$ cat src/rtl/vga_timing_unit.sv
// 640x480@60 Hz VGA timing generator with delayed sync/blanking output stage.
// Optional frame counter is built only when VGA_FRAME_COUNTER_EN is defined.
module vga_timing_unit #(
  parameter int H_ACTIVE   = 640,
  parameter int H_FP       = 16,
  parameter int H_SYNC     = 96,
  parameter int H_BP       = 48,
  parameter int V_ACTIVE   = 480,
  parameter int V_FP       = 10,
  parameter int V_SYNC     = 2,
  parameter int V_BP       = 33,
  parameter int SYNC_DELAY = 3
) (
  input  logic       clk,
  input  logic       reset,
  input  logic       colour_in,
  output logic [9:0] counter_H,
  output logic [9:0] counter_V,
  output logic       hsync,
  output logic       vsync,
  output logic       display_on,
  output logic       colour_out,
  output logic       frame_start,
  output logic [7:0] frame_count
);

  localparam int H_TOTAL = H_ACTIVE + H_FP + H_SYNC + H_BP;
  localparam int V_TOTAL = V_ACTIVE + V_FP + V_SYNC + V_BP;

  localparam logic [9:0] H_LAST   = 10'(H_TOTAL - 1);
  localparam logic [9:0] V_LAST   = 10'(V_TOTAL - 1);
  localparam logic [9:0] H_VIS    = 10'(H_ACTIVE);
  localparam logic [9:0] V_VIS    = 10'(V_ACTIVE);
  localparam logic [9:0] HS_START = 10'(H_ACTIVE + H_FP);
  localparam logic [9:0] HS_END   = 10'(H_ACTIVE + H_FP + H_SYNC);
  localparam logic [9:0] VS_START = 10'(V_ACTIVE + V_FP);
  localparam logic [9:0] VS_END   = 10'(V_ACTIVE + V_FP + V_SYNC);

  logic h_wrap;
  logic v_wrap;
  logic hs_raw;
  logic vs_raw;
  logic de_raw;
  logic de_pre;

  logic [SYNC_DELAY-1:0] hs_pipe;
  logic [SYNC_DELAY-1:0] vs_pipe;
  logic [SYNC_DELAY-1:0] de_pipe;

  assign h_wrap = (counter_H == H_LAST);
  assign v_wrap = (counter_V == V_LAST);

  always_ff @(posedge clk) begin
    if (!reset) begin
      counter_H <= '0;
      counter_V <= '0;
    end else if (h_wrap) begin
      counter_H <= '0;
      if (v_wrap)
        counter_V <= '0;
      else
        counter_V <= counter_V + 10'd1;
    end else begin
      counter_H <= counter_H + 10'd1;
    end
  end

  assign hs_raw = !((counter_H >= HS_START) && (counter_H < HS_END));
  assign vs_raw = !((counter_V >= VS_START) && (counter_V < VS_END));
  assign de_raw = (counter_H < H_VIS) && (counter_V < V_VIS);

  assign frame_start = (counter_H == 10'd0) && (counter_V == 10'd0);

  // Stage 0 takes the raw decode; the last stage is the visible output.
  always_ff @(posedge clk) begin
    if (!reset) begin
      hs_pipe <= '1;
      vs_pipe <= '1;
      de_pipe <= '0;
    end else begin
      for (int i = SYNC_DELAY - 1; i > 0; i--) begin
        hs_pipe[i] <= hs_pipe[i-1];
        vs_pipe[i] <= vs_pipe[i-1];
        de_pipe[i] <= de_pipe[i-1];
      end
      hs_pipe[0] <= hs_raw;
      vs_pipe[0] <= vs_raw;
      de_pipe[0] <= de_raw;
    end
  end

  assign hsync      = hs_pipe[SYNC_DELAY-1];
  assign vsync      = vs_pipe[SYNC_DELAY-1];
  assign display_on = de_pipe[SYNC_DELAY-1];

  // Blanking uses the stage before display_on so colour_out lines up with it.
  generate
    if (SYNC_DELAY == 1) begin : g_pre_raw
      assign de_pre = de_raw;
    end else begin : g_pre_pipe
      assign de_pre = de_pipe[SYNC_DELAY-2];
    end
  endgenerate

  always_ff @(posedge clk) begin
    if (!reset)
      colour_out <= 1'b0;
    else
      colour_out <= de_pre & colour_in;
  end

`ifdef VGA_FRAME_COUNTER_EN
  logic [7:0] frame_cnt_q;

  always_ff @(posedge clk) begin
    if (!reset)
      frame_cnt_q <= '0;
    else if (h_wrap && v_wrap)
      frame_cnt_q <= frame_cnt_q + 8'd1;
  end

  assign frame_count = frame_cnt_q;
`else
  assign frame_count = 8'h00;
`endif

endmodule

$ cat config.mk
export PLATFORM = sky130hd
export DESIGN_NAME = vga_timing_unit
export DESIGN_NICKNAME = d
export VERILOG_FILES = /design/src/rtl/vga_timing_unit.sv
export SDC_FILE = /design/constraint.sdc
export NUM_CORES = 1
export LEC_CHECK = 0
export BUFFER_PORTS_ARGS = -buffer_cell sky130_fd_sc_hd__buf_2
export CORE_ASPECT_RATIO = 0.6
export CORE_MARGIN = 10
export CORE_UTILIZATION = 55
export CTS_CLUSTER_SIZE = 12
export DETAILED_ROUTE_END_ITERATION = 16
export PLACE_DENSITY = 0.86
export SETUP_SLACK_MARGIN = 0.2
export SLEW_MARGIN = 30
export SYNTH_ARGS = -nofsm -noshare
export SYNTH_HDL_FRONTEND = slang
export SYNTH_SLANG_ARGS = --single-unit
export TNS_END_PERCENT = 30
$ cat constraint.sdc
create_clock -name clk -period 5.65 [get_ports clk]
set_input_delay 0.2825 -clock clk [delete_from_list [all_inputs] [get_ports clk]]
set_output_delay 0.2825 -clock clk [all_outputs]
set_load 0.01 [all_outputs]
==> flow_metrics.env <==
export IMPL_status="completed"
export IMPL_htree_levels=2
export IMPL_grt_pass1_wl_mm=5.35
export IMPL_clk_latency_ns=0.29
export IMPL_crit_required_ns=5.87
export IMPL_synth_top_area_share_pct=42.6
export IMPL_drcViolationCount=0
export IMPL_cts_resized=0
export IMPL_initial_utilization_pct=57.1
export IMPL_finalClockSkew_ns=0.00845
export IMPL_fp_dieH_um=59.2
export IMPL_clk_path_buf_depth=2
export IMPL_clock_fmax_ghz=0.473
export IMPL_cp_arrival_ns=2.34
export IMPL_cts_tree="built"
export IMPL_synthTopCellsByArea="dfxtp_1 (43%), xnor2_1 (5.6%), nor2_1 (4.8%), ha_1 (4.4%), buf_4 (4.3%)"
export IMPL_synth_area_leader_cell="dfxtp_1"
export IMPL_yosys_warnings=0
export IMPL_io_pins=36
export IMPL_path_cells="ha_1 > nand4_2 > or3_4 > or4_1 > a21oi_1"
export IMPL_maxCapViolations=0
export IMPL_rsz0062_at_grt="no"
export IMPL_grt_max_degree=16
export IMPL_cts_reportedPaths_clkPinSlew_ns=0.07
export IMPL_ys_types=38
export IMPL_cp_end_kind="flop"
export IMPL_dp_hpwl_mm=2.37
export IMPL_wl_mm=3.25
export IMPL_route_vias_total=1184
export IMPL_grt_pass1_vias=1111
export IMPL_track_usage_pct=13.4
export IMPL_holdBufCountCts=0
export IMPL_num_antenna_cells=0
export IMPL_overflow=0
export IMPL_num_nets_final=191
export IMPL_area_growth_pct=14.7
export IMPL_drtIter0Drc=131
export IMPL_ys_seq_elements=30
export IMPL_critPathKind="flop to flop"
export IMPL_wl_per_cell_um=15.0
export IMPL_post_route_period_util_pct=37.4
export IMPL_relSlewSlack_pct=65.2
export IMPL_vdd_drop_max_mv=0.167
export IMPL_setup_viol=0
export IMPL_slowest_stage="or4_1"
export IMPL_syn_area_mm2=0.00141
export IMPL_final_antenna_net_count=0
export IMPL_rows=14
export IMPL_syn_inst=155
export IMPL_path_buf_inv=0
export IMPL_routabilityCongestion=0.871
export IMPL_powerDensity_mw_per_mm2=258
export IMPL_die_area_mm2=0.00506
export IMPL_numCtsBuffers=5
export IMPL_cp_start_kind="flop"
export IMPL_leakage_nw=0.682
export IMPL_postSynthAreaPerCell_um2=9.11
export IMPL_finalMaxSlewViolations=0
export IMPL_die_x_um=85.4
export IMPL_first_pass_iters=4
export IMPL_post_cts_buffers=0
export IMPL_r2r_slack_ns=3.54
export IMPL_total_power_uw=418
export IMPL_drive_gt1_share_pct=22.3
export IMPL_dp_cells=208
export IMPL_vias_per_cell=5.48
export IMPL_max_stage_delay_ns=0.51
export IMPL_synth_edf_count=0
export IMPL_cts_root_buf="clkbuf_8"
export IMPL_tightest_slew_ns=0.518
export IMPL_grt_antenna_before_repair=0
export IMPL_async_flop_share_pct=0
export IMPL_fin_tns_setup_ns=0
export IMPL_hold_class="primary input to flop"
export IMPL_min_period_ns=2.11
export IMPL_clock_sinks=30
export IMPL_synthFlopType="dfxtp_1"
export IMPL_cp_max_fo=11
export IMPL_layout_cells_non_filler=216
export IMPL_yosysSeqAreaShare_pct=42.6
export IMPL_finalHoldViolCount=0
export IMPL_io_buffers=27
export IMPL_critPathTopFamily="simple AND/OR/NAND/NOR gates"
export IMPL_coreArea_mm2=0.00247
## worst paths after layout
kind                              startpoint      endpoint  depth (start not counted)
worst max-delay path            counter_H[0]  counter_V[8]                          5
worst min-delay path               colour_in    colour_out                          2
worst max register to register  counter_H[0]  counter_V[8]                          5
worst min register to register    hs_pipe[0]    hs_pipe[1]                          1
## cells in the final DEF, fill, tap and decap left out
| cell | netlist | routed |
|---|---|---|
| a21oi_1 | 2 | 2 |
| a21oi_2 | 1 | 1 |
| and2_1 | 2 | 2 |
| and3_1 | 4 | 4 |
| and3_2 | 1 | 1 |
| and4_1 | 1 | 1 |
| buf_2 | 2 | 27 |
| clkbuf_8 | 0 | 6 |
| clkinv_2 | 0 | 1 |
| clkinvlp_4 | 0 | 1 |
| conb_1 | 1 | 8 |
| dfxtp_1 | 30 | 30 |
| ha_1 | 5 | 5 |
| inv_1 | 9 | 9 |
| mux2i_1 | 1 | 1 |
| nand2_1 | 4 | 4 |
| nand2b_1 | 5 | 5 |
| nand3_1 | 9 | 9 |
| nand3b_1 | 1 | 1 |
| nand4_1 | 5 | 5 |
| nand4_2 | 1 | 1 |
| nor2_1 | 18 | 18 |
| nor2b_1 | 4 | 4 |
| nor3_1 | 4 | 4 |
| nor4_1 | 4 | 4 |
| nor4_4 | 1 | 1 |
| nor4b_1 | 2 | 2 |
| o21ai_0 | 3 | 3 |
| o21ai_1 | 1 | 1 |
| o221ai_1 | 1 | 1 |
| o31ai_1 | 2 | 2 |
| or2_0 | 1 | 1 |
| or3_4 | 1 | 1 |
| or4_1 | 3 | 3 |
| or4_4 | 1 | 1 |
| or4bb_1 | 1 | 1 |
| xnor2_1 | 9 | 9 |
| xor2_1 | 4 | 4 |
## cell type report
type	count	area, um^2
clock inverters	2	12.5
fillers	208	851
well taps	32	40.0
multi-input cells	110	714
repair buffers	27	135
flip-flops and latches	30	601
inverters	9	33.8
clock buffers	6	82.6
## per-layer routing
metal | global-route usage (%) | part of all wire [%] | vias up
met3 | 7.69 | 12 | 5
li1 | - | - | 575
met1 | 15.8 | 42 | 550
met5 | 0 | 0 | -
met2 | 20.3 | 46 | 54
met4 | 4.21 | 0.95 | 0
## logic make-up after synthesis
group | synth area share [%]
fa+ha+maj | 4.43
mux | 0.709
xor+xnor | 8.07
simple gates | 30.8
compound gates | 4.43
flops | 42.6
other cells | 0.266
buf+inv | 8.69
## cells in the mapped netlist (2+ instances only)
master,n
nor4b_1,2
o21ai_0,3
nand2_1,4
a21oi_1,2
buf_2,2
and2_1,2
xnor2_1,9
or4_1,3
nor3_1,4
o31ai_1,2
buf_4,8
inv_1,9
ha_1,5
dfxtp_1,30
clkbuf_1,2
xor2_1,4
nor2b_1,4
nand2b_1,5
nor4_1,4
nand3_1,9
and3_1,4
nand4_1,5
nor2_1,18
## registers in the layout, indices dropped and copies added, names as in the netlist
signal,count
counter_H,10
counter_V,10
de_pipe,3
hs_pipe,3
vs_pipe,3
colour_out,1
## power breakdown
part / internal, mW / switching, mW
Sequential: 0.215 / 0.00301
Combinational: 0.00683 / 0.0124
Clock: 0.0977 / 0.0834
## metrics by stage
step | hold slack (ns) | util, % | cell area (um^2) | setup WS, ns
after global routing | 0.224 | 65.6 | 1620 | 3.42
after global placement | 0.388 | 61.7 | 1520 | 3.64
final | 0.213 | 65.6 | 1620 | 3.54
after CTS | 0.213 | 65.6 | 1620 | 3.55
after floorplan | 0.356 | - | 1440 | 3.60
after detailed placement | 0.391 | 61.7 | 1520 | 3.55
No activity file was read; power rests on OpenSTA's default activity.
